### src/rtl/ps2_key_event_decoder.sv
// ---------------------------------------------------------------------------
// ps2_key_event_decoder
//
// Drains the scan-code FIFO of ps2_keyboard one byte at a time, folds the
// PS/2 set-2 E0 (extended) and F0 (break) prefixes into the following code,
// and presents one complete key event per final code on a valid/ready port.
// Every event carries make/break, extended and typematic-repeat flags, an
// ASCII translation and the live shift/ctrl state.
//
// Optional feature (macro PS2_REPEAT_FILTER_EN):
//   defined   - typematic repeat makes are swallowed (no event is emitted)
//               and evt_repeat is always 0.
//   undefined - repeat makes are emitted with evt_repeat=1.
//
// Parameters:
//   CNT_W          width of press_cnt
//
// Ports:
//   clk            system clock
//   rst            asynchronous, active-low reset
//   kbd_data       FIFO head byte from ps2_keyboard
//   kbd_ready      FIFO non-empty, kbd_data valid
//   kbd_nextdata_n active-low one-cycle pop strobe to ps2_keyboard
//   evt_valid      event available
//   evt_ready      consumer accepts the event
//   evt_code       final (non-prefix) scan code
//   evt_ext        E0 prefix preceded the code
//   evt_break      F0 prefix preceded the code (key release)
//   evt_repeat     typematic repeat of the currently held key
//   evt_ascii      ASCII translation, 0x00 if untranslatable
//   shift_flag     either shift key held
//   ctrl_flag      either ctrl key held
//   press_cnt      count of non-repeat make events, wraps
// ---------------------------------------------------------------------------
module ps2_key_event_decoder #(
    parameter int CNT_W = 8
) (
    input  logic             clk,
    input  logic             rst,
    input  logic [7:0]       kbd_data,
    input  logic             kbd_ready,
    output logic             kbd_nextdata_n,
    output logic             evt_valid,
    input  logic             evt_ready,
    output logic [7:0]       evt_code,
    output logic             evt_ext,
    output logic             evt_break,
    output logic             evt_repeat,
    output logic [7:0]       evt_ascii,
    output logic             shift_flag,
    output logic             ctrl_flag,
    output logic [CNT_W-1:0] press_cnt
);

    typedef enum logic [1:0] {
        IDLE,
        POP,
        PROC,
        EMIT
    } state_t;

    state_t           state;
    state_t           state_nxt;

    logic [7:0]       byte_r;
    logic             ext_p;
    logic             brk_p;
    logic [8:0]       held_key;
    logic             held_valid;
    logic             shift_l;
    logic             shift_r;
    logic             ctrl_l;
    logic             ctrl_r;

    logic [8:0]       key_now;
    logic             is_e0;
    logic             is_f0;
    logic             is_discard;
    logic             is_repeat;
    logic             drop_evt;
    logic [7:0]       ascii_now;

    // Extended flag and code together identify a physical key.
    assign key_now    = {ext_p, byte_r};
    assign is_e0      = (byte_r == 8'hE0);
    assign is_f0      = (byte_r == 8'hF0);
    // 00/FF are keyboard error/overrun codes and E1 starts the Pause
    // sequence; none of them form an event and they cancel any prefix.
    assign is_discard = (byte_r == 8'h00) || (byte_r == 8'hFF) || (byte_r == 8'hE1);
    assign is_repeat  = !brk_p && held_valid && (held_key == key_now);

`ifdef PS2_REPEAT_FILTER_EN
    assign drop_evt = is_repeat;
`else
    assign drop_evt = 1'b0;
`endif

    assign shift_flag = shift_l | shift_r;
    assign ctrl_flag  = ctrl_l | ctrl_r;

    // Set-2 to ASCII translation. Only non-extended codes translate; the
    // shift state only affects letters.
    function automatic logic [7:0] ascii_lookup(
        input logic [7:0] code,
        input logic       ext,
        input logic       shift
    );
        logic [7:0] lower;
        logic       letter;
        lower  = 8'h00;
        letter = 1'b1;
        case (code)
            8'h1C: lower = 8'h61;
            8'h32: lower = 8'h62;
            8'h21: lower = 8'h63;
            8'h23: lower = 8'h64;
            8'h24: lower = 8'h65;
            8'h2B: lower = 8'h66;
            8'h34: lower = 8'h67;
            8'h33: lower = 8'h68;
            8'h43: lower = 8'h69;
            8'h3B: lower = 8'h6A;
            8'h42: lower = 8'h6B;
            8'h4B: lower = 8'h6C;
            8'h3A: lower = 8'h6D;
            8'h31: lower = 8'h6E;
            8'h44: lower = 8'h6F;
            8'h4D: lower = 8'h70;
            8'h15: lower = 8'h71;
            8'h2D: lower = 8'h72;
            8'h1B: lower = 8'h73;
            8'h2C: lower = 8'h74;
            8'h3C: lower = 8'h75;
            8'h2A: lower = 8'h76;
            8'h1D: lower = 8'h77;
            8'h22: lower = 8'h78;
            8'h35: lower = 8'h79;
            8'h1A: lower = 8'h7A;
            default: begin
                letter = 1'b0;
                case (code)
                    8'h45:   lower = 8'h30;
                    8'h16:   lower = 8'h31;
                    8'h1E:   lower = 8'h32;
                    8'h26:   lower = 8'h33;
                    8'h25:   lower = 8'h34;
                    8'h2E:   lower = 8'h35;
                    8'h36:   lower = 8'h36;
                    8'h3D:   lower = 8'h37;
                    8'h3E:   lower = 8'h38;
                    8'h46:   lower = 8'h39;
                    8'h29:   lower = 8'h20;
                    8'h5A:   lower = 8'h0D;
                    default: lower = 8'h00;
                endcase
            end
        endcase
        if (ext) begin
            ascii_lookup = 8'h00;
        end else if (letter && shift) begin
            ascii_lookup = lower - 8'h20;
        end else begin
            ascii_lookup = lower;
        end
    endfunction

    assign ascii_now = ascii_lookup(byte_r, ext_p, shift_flag);

    // State register.
    always_ff @(posedge clk or negedge rst) begin
        if (!rst) begin
            state <= IDLE;
        end else begin
            state <= state_nxt;
        end
    end

    // Next-state and handshake outputs. The pop strobe is asserted only in
    // POP, and PROC deliberately ignores kbd_ready so the keyboard FIFO has a
    // cycle to advance its read pointer before the next byte is considered.
    always_comb begin
        state_nxt      = state;
        kbd_nextdata_n = 1'b1;
        evt_valid      = 1'b0;
        case (state)
            IDLE: begin
                if (kbd_ready) begin
                    state_nxt = POP;
                end
            end
            POP: begin
                kbd_nextdata_n = 1'b0;
                state_nxt      = PROC;
            end
            PROC: begin
                if (is_e0 || is_f0 || is_discard || drop_evt) begin
                    state_nxt = IDLE;
                end else begin
                    state_nxt = EMIT;
                end
            end
            EMIT: begin
                evt_valid = 1'b1;
                if (evt_ready) begin
                    state_nxt = IDLE;
                end
            end
            default: state_nxt = IDLE;
        endcase
    end

    // Datapath: byte capture, prefix tracking, event fields, modifier and
    // held-key bookkeeping. Event fields change only in PROC, so they stay
    // stable for the whole time the event waits in EMIT.
    always_ff @(posedge clk or negedge rst) begin
        if (!rst) begin
            byte_r     <= 8'h00;
            ext_p      <= 1'b0;
            brk_p      <= 1'b0;
            held_key   <= 9'h000;
            held_valid <= 1'b0;
            shift_l    <= 1'b0;
            shift_r    <= 1'b0;
            ctrl_l     <= 1'b0;
            ctrl_r     <= 1'b0;
            evt_code   <= 8'h00;
            evt_ext    <= 1'b0;
            evt_break  <= 1'b0;
            evt_repeat <= 1'b0;
            evt_ascii  <= 8'h00;
            press_cnt  <= '0;
        end else begin
            if (state == IDLE && kbd_ready) begin
                byte_r <= kbd_data;
            end
            if (state == PROC) begin
                if (is_e0) begin
                    ext_p <= 1'b1;
                end else if (is_f0) begin
                    brk_p <= 1'b1;
                end else begin
                    ext_p <= 1'b0;
                    brk_p <= 1'b0;
                    if (!is_discard) begin
                        if (!drop_evt) begin
                            evt_code   <= byte_r;
                            evt_ext    <= ext_p;
                            evt_break  <= brk_p;
`ifdef PS2_REPEAT_FILTER_EN
                            evt_repeat <= 1'b0;
`else
                            evt_repeat <= is_repeat;
`endif
                            evt_ascii  <= ascii_now;
                        end

                        // Each modifier key is tracked on its own so that
                        // releasing one shift/ctrl keeps the flag while the
                        // other is still down.
                        if (key_now == 9'h012) shift_l <= !brk_p;
                        if (key_now == 9'h059) shift_r <= !brk_p;
                        if (key_now == 9'h014) ctrl_l  <= !brk_p;
                        if (key_now == 9'h114) ctrl_r  <= !brk_p;

                        if (!brk_p) begin
                            if (!is_repeat) begin
                                held_key   <= key_now;
                                held_valid <= 1'b1;
                                press_cnt  <= press_cnt + CNT_W'(1);
                            end
                        end else if (held_valid && held_key == key_now) begin
                            held_valid <= 1'b0;
                        end
                    end
                end
            end
        end
    end

endmodule

### config.mk
export PLATFORM = sky130hd
export DESIGN_NAME = ps2_key_event_decoder
export DESIGN_NICKNAME = d
export VERILOG_FILES = /design/src/rtl/ps2_key_event_decoder.sv
export SDC_FILE = /design/constraint.sdc
export NUM_CORES = 1
export LEC_CHECK = 0
export ABC_AREA = 1
export CAP_MARGIN = 20
export CORE_ASPECT_RATIO = 1.5
export CORE_MARGIN = 2
export CORE_UTILIZATION = 59
export DETAILED_ROUTE_END_ITERATION = 7
export PLACE_DENSITY = 0.85
export SYNTH_ARGS = -nofsm -noshare
export SYNTH_HDL_FRONTEND = slang
export SYNTH_SLANG_ARGS = --single-unit
export TNS_END_PERCENT = 20
### constraint.sdc
create_clock -name clk -period 3.1 [get_ports clk]
set_input_delay 0.62 -clock clk [delete_from_list [all_inputs] [get_ports clk]]
set_output_delay 0.62 -clock clk [all_outputs]
set_load 0.005 [all_outputs]
# After elaboration in Yosys (flattened, before gate mapping)
# Index checks and enable logic that the tools add are counted.
# op_classes
eq_ne	55
bitwise	7
reduce_logical	23
addsub	2
muxes	17
# ops
cell	count
$eq A8 B6 Y1 const B	23
$pmux W7 S26	1
$pmux W6 S12	1
$eq A8 B7 Y1 const B	8
$eq A8 B5 Y1 const B	7
$eq A8 B8 Y1 const B	4
$reduce_or A26 Y1	1
$reduce_and A5 Y1	4
$eq A9 B5 Y1 const B	2
$mux W8	2
$reduce_and A6 Y1	2
$eq A9 B7 Y1 const B	1
$eq A9 B9 Y1	1
$eq A9 B9 Y1 const B	1
$mux W1	9
$add A8 B1 Y8 const B	1
$logic_not A8 Y1	1
$ne A2 B2 Y1 const B	4
$pmux W2 S4	1
$sub A8 B6 Y8 const B	1
$mux W2	3
$reduce_and A2 Y1	3
$logic_and A1 B1 Y1	5
$not A1 Y1	5
8 further kinds	13
# totals
reg_bits	53
output_inout_bits	31
word_cells	120
in_bits	12

# Depth between registers and ports, before layout
# Gate-level depths: netlist (run 1).
# depth
depth_word	6
depth_mapped	14
depth_no_buf	12

# Worst setup path after synthesis (run 1)
# No wires, ideal clock.
# synth_timing
path_kind	register -> register
startpoint	reg byte_r[6]
endpoint	reg evt_ascii[5]
slack_ps	1456
stages_incl_launch_ff	15
t_arrival_ps	1527
period_less_slack_ps	1644
required_time_ps	2983
setup_ps	117
path_buffers	2
cell_sequence	dfrtp_1 -> buf_4 -> inv_2 -> nand2_4 -> nor2_1 -> buf_6 -> nand2_1 -> o21ai_1 -> inv_2 -> nand2_1 -> nor2_4 -> nand2_4 -> nand2_1 -> nand3_1 -> nand2_1
# synth_via
elab_chain_cells	6
elab_cells_between_ends	57
cone_classes	add/sub (1); eq/ne (42); mux (5); bitwise (3); reduce/logical (6)
# synth_lines
item	line	text
start, declared	65	logic [7:0] byte_r;
start signal, assigned	234	byte_r <= kbd_data;
$eq A8 B7 Y1, or another cell as far along	141	case (code)
$pmux W6 S12 or $reduce_or A26 Y1 (tied branches)	-	
$pmux W7 S26 or $mux W1 (tied branches)	112	case (code)
$sub A8 B6 Y8 or $logic_and A1 B1 Y1 (tied branches)	161, 160	
$mux W8	160	end else if (letter && shift) begin
$mux W8	158	if (ext) begin
end signal, assigned	254	evt_ascii <= ascii_now;
end, declared	49	output logic [7:0] evt_ascii,
# Several ways; a longest one is shown, not always the timed one.
# A chain may end at the register's enable or synchronous reset.

# Worst setup path after layout (run 1)
# layout_timing
startpoint	reg byte_r[4]
endpoint	reg held_key[7]
# layout_via
elab_chain_cells	5
elab_cells_between_ends	14
cone_classes	eq/ne (5); bitwise (4); reduce/logical (5)
# layout_lines
item	line	text
$eq A8 B8 Y1 or $logic_not A8 Y1 (tied branches)	89	assign is_discard = (byte_r == 8'h00) || (byte_r == 8'hFF) || (byte_r == 8'hE1);
$logic_or A1 B1 Y1 (2 in series)	89	
$not A1 Y1 (no source line)	-	
$reduce_and A6 Y1 (no source line) (*)	-	
end signal, assigned	267	held_key <= key_now;
end, declared	68	logic [8:0] held_key;
# Every way passes the cells marked *; elsewhere a longest branch is shown, timed or not.

==> out/metrics.cfg, run 1 <==
[status]
status = finished clean

[critical_path]
cp_data_required_time_ps = 3300
r2r_slack_ps = 820
startpoint_type = flop
cpPeakStageDelay_ps = 500
cp_num_buf_inv = 1
crit_path_max_fanout = 34
endpoint_kind = flop
crit_path_cell_trace = inv_2 > nand2_1 > nor2_1 > a21boi_4 > nand3_4 > nor2_8 > nand2_4 > nand2_1 > o21ai_2
r2r-start = byte_r[4]
reg2regPathDepth = 9
r2r-end = held_key[7]
crit_family = simple AND/OR/NAND/NOR gates
crit_top_cell = nand2_1
crit_type = flop to flop
slowest_stage = dfrtp_1
arrival_ps = 2470

[cts]
worstSkewPairLatency_ps = 310
clkTransAtPathRegs_ps = 100
clock-sinks = 53
cts-root-buf = clkbuf_8
cts_buffer_depth = 2
cts_hold_buf = 0
cts_resized = 0
cts_buffers = 5
cts_htree_levels = 2
post-cts-setup-buffers = 0
cts_tree = built

[routing]
drt_iter0_markers = 191
firstDrtPassIters = 6
wl_met2_um = 3842
wl_met1_um = 2918
vias = 2929
routed_via_density = 5.444
met3WireLength_um = 279
drcViolationCount = 0
topRoutingLayerUsed = met4
drtAntennaViolNets = 0
post_drt_wl_per_cell_um = 13.77
routed_wl_um = 7408

[final_layout]
area.growth.synth_to_final_pct = 16.81
finalCoreUtilization_pct = 71.44
final_cells = 538
num_antenna_cells = 0
drive_gt1_share_pct = 10.21
nNetsFinal = 482

[yosys]
synth_compound_area_share_pct = 8.184
syn_inst = 429
synth_xor_area_share_pct = 3.633
synthFlopType = dfrtp_1
yosys.area_share.adder_pct = 0.3992
yosys.area_share.simple_pct = 38.72
synth_area_leaders = dfrtp_1 42%, nand2_1 17%, nor2_1 7.9%
ys_seq_area_share_pct = 42.32
synth.distinct_cells = 30
async_flop_share_pct = 100.0
synth_most_common_cell = nand2_1
synth_area_leader_cell = dfrtp_1
synth_edf_count = 0
synth_top_family_by_area = simple AND/OR/NAND/NOR gates
yosysWarnings = 0
synth_top_area_share_pct = 42.32
avgSynthCellArea_um2 = 7.306
synth_seq_cells = 53
synthMuxAreaShare_pct = 0
syn_nets = 442
syn-cell-area_um2 = 3134
synthTopCellsByCount = 142 x nand2_1, 66 x nor2_1, 53 x dfrtp_1

[floorplanning]
die_w_um = 63.51
rows = 32
coreArea_um2 = 5125
initial_utilization_pct = 61.16
top_level_ports = 43
die_h_um = 93.27
fp.dieArea_um2 = 5923

[sta]
hold_viol_final = 0
fin_ws_ps = 823.0
min_period_ps = 2277
slew_headroom_pct = 61.07
finClkSkew_ps = 9.818
maxSlewViolCount = 0
rsz0062_at_grt = false
setup_viol = 0
fin_tns_setup_ps = 0
fmax_mhz = 439.2
worst_slew_pin_slew_ps = 581.8
min_period_over_period_pct = 73.45

[global_routing]
grt_overflow = 0
grt_pass1_wl_um = 12300
first_global_vias = 2719
grt_start_max_net_pins = 35
grt_use_total_pct = 26.30
antenna_found_initial = 0

[power_and_ir_drop]
power.density_nw_per_um2 = 843.4
power.leakage_nw = 1.818
ir_worst_vdd_v = 0.0005922

[placement]
numPortBuffers = 42
place_congestion = 0.9387
dp_slack_ps = 855.0
dp_hpwl_um = 5572
place_inst = 530

[min_path]
hold_path.class = input pin to async pin

[flow_run]
drv_cap = 0

[stage by stage]
step           area [um2]  hold slack, ps  power (mW)
2_1_floorplan        3134           324.4       2.187
3_3_place_gp         3566           463.4       2.648
3_5_place_dp         3566           467.6       2.687
4_1_cts              3661           298.0       3.097
5_1_grt              3661           318.3       3.333
6_report             3661           282.1       3.088
[state kept, by name, indices dropped and copies added (netlist names), 2 cells and up]
name / count
evt_ascii: 8
state: 2
press_cnt: 8
held_key: 9
byte_r: 8
evt_code: 8
[metal layers]
layer / vias to the layer above / global-route usage, %
met5: - / 0
met4: 0 / 14.67
met3: 34 / 3.490
met2: 96 / 45.35
met1: 1357 / 31.39
li1: 1442 / -
[cells by family after synthesis]
kind of cell	after synthesis
xor+xnor	13
simple gates	276
compound gates	40
buf+inv	46
fa+ha+maj	1
flops	53
[cell usage in the layout, fill, tap and decap left out]
cell type	instances
clkinv_4	2
dfrtp_1	53
buf_4	1
inv_6	1
xnor2_1	12
nand2_1	142
or2_2	5
nand2_4	3
nor2_1	66
nor2_8	1
nor2_4	2
nand3b_1	1
clkdlybuf4s50_1	41
and2_1	1
nand4_1	15
nor2_2	3
xor2_1	1
nand2_2	1
clkbuf_8	5
ha_1	1
inv_1	26
o22ai_1	1
nand3_1	32
a21boi_4	1
buf_2	1
inv_2	10
o21ai_0	16
a21oi_1	10
o21ai_2	11
o21ai_1	1
nand3_4	1
nor3_1	3
[worst register-to-register path: stages (launching register included)]
cell      delay, ps
dfrtp_1         500
inv_2           130
nand2_1         110
nor2_1           90
a21boi_4        200
nand3_4         360
nor2_8          310
nand2_4         240
nand2_1         160
o21ai_2          60
[power by group]
group	switching, mW	internal (mW)
Clock	0.245	0.165
Sequential	0.240	0.948
Combinational	0.881	0.608
Total	1.37	1.72
[worst max path at each step]
stage | from | end | slack [ps] | cells past startpoint
after floorplan | byte_r[6] | evt_ascii[5] | 1460 | 14
after global placement | byte_r[1] | held_key[6] | 900 | 9
after detailed placement | byte_r[0] | press_cnt[0] | 860 | 8
after CTS | byte_r[0] | evt_ascii[3] | 830 | 8
after global routing | byte_r[4] | held_key[5] | 610 | 9
final | byte_r[4] | held_key[7] | 820 | 9
[cell type report]
class	instances	area (um2)
Fill cell	451	1464
Multi-Input combinational cell	330	1597
Clock buffer	5	68.82
Timing Repair Buffer	43	422.9
Sequential cell	53	1326
Inverter	36	135.1
Tap cell	68	85.08
Clock inverter	3	26.28
(Power assumes the default switching activity.)
==> run 2, diff against run 1 <==
CORE_UTILIZATION = 55   (was 59)
PLACE_DENSITY = 0.8   (was 0.85)
clock period = 2.2 ns   (was 3.1 ns; I/O delays follow)
==> run 2 against run 1 <==
Via count decreased by 1.4%. Die area increased by 6.9%. Total power up 44%. Worst hold slack worse by 170 ps. Global-route usage decreased by 0.54 points. Register-to-register slack lost 600 ps. Critical path type unchanged.
==> out/metrics.cfg, run 2 (same netlist as run 1, synthesis figures left out) <==
[power_and_ir_drop]
ir_worst_vdd_v = 0.0006916  ; +17%
power.leakage_nw = 1.886  ; +3.7%
power.density_nw_per_um2 = 1177  ; +40%

[floorplanning]
coreArea_um2 = 5492  ; +7.2%
die_w_um = 65.64  ; +3.3%
die_h_um = 96.46  ; +3.4%
fp.dieArea_um2 = 6331  ; +6.9%
initial_utilization_pct = 57.07  ; -4.1 points
rows = 33  ; +3.1%
top_level_ports = 43  ; unchanged

[critical_path]
cp_num_buf_inv = 1  ; unchanged
arrival_ps = 2160  ; -310 ps
endpoint_kind = flop
crit_type = flop to flop
crit_path_max_fanout = 7  ; -79%
startpoint_type = flop
cpPeakStageDelay_ps = 450  ; -50 ps
crit_path_cell_trace = inv_2 > nand2_1 > nor2_1 > nand2_1 > nand2_1 > nor2_1 > nand2_1 > nor2_4 > nand2_4 > nand2_1 > nand3_1 > nand2_1
crit_top_cell = nand2_1
cp_data_required_time_ps = 2390  ; -910 ps
crit_family = simple AND/OR/NAND/NOR gates
slowest_stage = dfrtp_1

[routing]
drtAntennaViolNets = 0  ; unchanged
drt_iter0_markers = 178  ; -6.8%
routed_via_density = 5.241  ; -3.7%
wl_met1_um = 2961  ; +1.5%
vias = 2888  ; -1.4%
drcViolationCount = 0  ; unchanged
topRoutingLayerUsed = met4
firstDrtPassIters = 4  ; -2
post_drt_wl_per_cell_um = 13.51  ; -1.9%
routed_wl_um = 7444  ; +0.49%
wl_met2_um = 4061  ; +5.7%
met3WireLength_um = 203  ; -27%

[sta]
hold_viol_final = 0  ; unchanged
worst_slew_pin_slew_ps = 513.3  ; -68.58 ps
setup_viol = 0  ; unchanged
finClkSkew_ps = 8.682  ; -1.135 ps
fin_tns_setup_ps = 0  ; unchanged
min_period_over_period_pct = 89.74  ; +16 points
rsz0062_at_grt = false
min_period_ps = 1974  ; -302.7 ps
maxSlewViolCount = 0  ; unchanged
fmax_mhz = 506.5  ; +15%
slew_headroom_pct = 65.70  ; +4.6 points

[cts]
cts_htree_levels = 2  ; unchanged
cts_buffer_depth = 2  ; unchanged
clkTransAtPathRegs_ps = 90  ; about the same
cts_buffers = 5  ; unchanged
cts_tree = built
clock-sinks = 53  ; unchanged
post-cts-setup-buffers = 0  ; unchanged
worstSkewPairLatency_ps = 300  ; about the same
cts-root-buf = clkbuf_8

[placement]
numPortBuffers = 42  ; unchanged
place_congestion = 1.032  ; +9.9%
dp_hpwl_um = 5850  ; +5.0%
place_inst = 543  ; +2.5%

[global_routing]
first_global_vias = 2738  ; +0.70%
grt_start_max_net_pins = 54  ; +54%
antenna_found_initial = 0  ; unchanged
grt_overflow = 0  ; unchanged
grt_use_total_pct = 25.76  ; -0.54 points
grt_pass1_wl_um = 12540  ; +1.9%

[final_layout]
mostFrequentLayoutCells = 142 x nand2_1, 65 x nor2_1, 53 x dfrtp_1
final_cells = 551  ; +2.4%
largest-register = held_key
final_common_cell = nand2_1
num_antenna_cells = 0  ; unchanged
finalCoreUtilization_pct = 68.90  ; -2.5 points
area.growth.synth_to_final_pct = 20.72
drive_gt1_share_pct = 12.47  ; +2.3 points
largest_register_ff_count = 9  ; unchanged
fillers = 471  ; +4.4%
nNetsFinal = 493  ; +2.3%

[status]
status = finished clean

[min_path]
hold_path.class = input pin to async pin

[flow_run]
drv_cap = 0  ; unchanged

run 2: cell count changes in the layout (fill, tap and decap cells not counted), sizes merged:
cell    before  now
inv         37   36
buf          2   13
clkbuf       5    6
run 2: cell type report:
cell class,count,area (um2),share of cell area (%)
tap,70,87.58,2.315
timing repair buffer,54,530.5,14.02
sequential,53,1326,35.05
clock inverter,2,13.76,0.3638
multi-input combinational,330,1608,42.49
inverter,36,135.1,3.571
clock buffer,6,82.58,2.183
run 2: timing repair:
item	4_1_cts	5_1_grt
setup endpoints to repair	0	8
resized for setup	0	2
hold buffers	0	0
run 2: power by group:
part	leakage [nW]	internal [mW]	switching (mW)
sequential	0.658	1.34	0.301
clock	0.0512	0.256	0.310
combinational	1.18	0.973	1.28
total	1.89	2.56	1.89
run 2: path summary, 6_finish.rpt:
path | startpoint | end | slack, ps | depth (start not counted)
max | byte_r[0] | evt_ascii[5] | 230 | 12
min | rst | evt_ext | 110 | 2
max reg2reg | byte_r[0] | evt_ascii[5] | 230 | 12
min reg2reg | evt_ascii[4] | evt_ascii[4] | 490 | 2
max in group asynchronous | rst | byte_r[4] | 1840 | 2
min in group clk | evt_ascii[4] | evt_ascii[4] | 490 | 2
run 2: through the flow:
step / instance area [um2] / hold slack [ps] / setup WS, ps / power, mW
final: 3784 / 113.8 / 225.7 / 4.455
after global routing: 3784 / 136.2 / 44.28 / 4.844
after global placement: 3676 / 449.2 / 206.0 / 3.857
after CTS: 3772 / 126.7 / 159.5 / 4.478
after detailed placement: 3676 / 450.0 / 186.6 / 3.902
after floorplan: 3134 / 144.4 / 555.6 / 3.082
run 2: per-layer routing:
| layer | vias up | GRT usage (%) |
|---|---|---|
| met5 | - | 0 |
| met2 | 70 | 45.79 |
| met4 | 0 | 10.76 |
| met1 | 1330 | 31.01 |
| met3 | 20 | 3.476 |
| li1 | 1468 | - |
run 2: worst reg2reg max path: cells and delay by family, from the launching register on:
kind          cells  cell delay, ps
simple gates     11            1300
flops             1             450
buf+inv           1             130
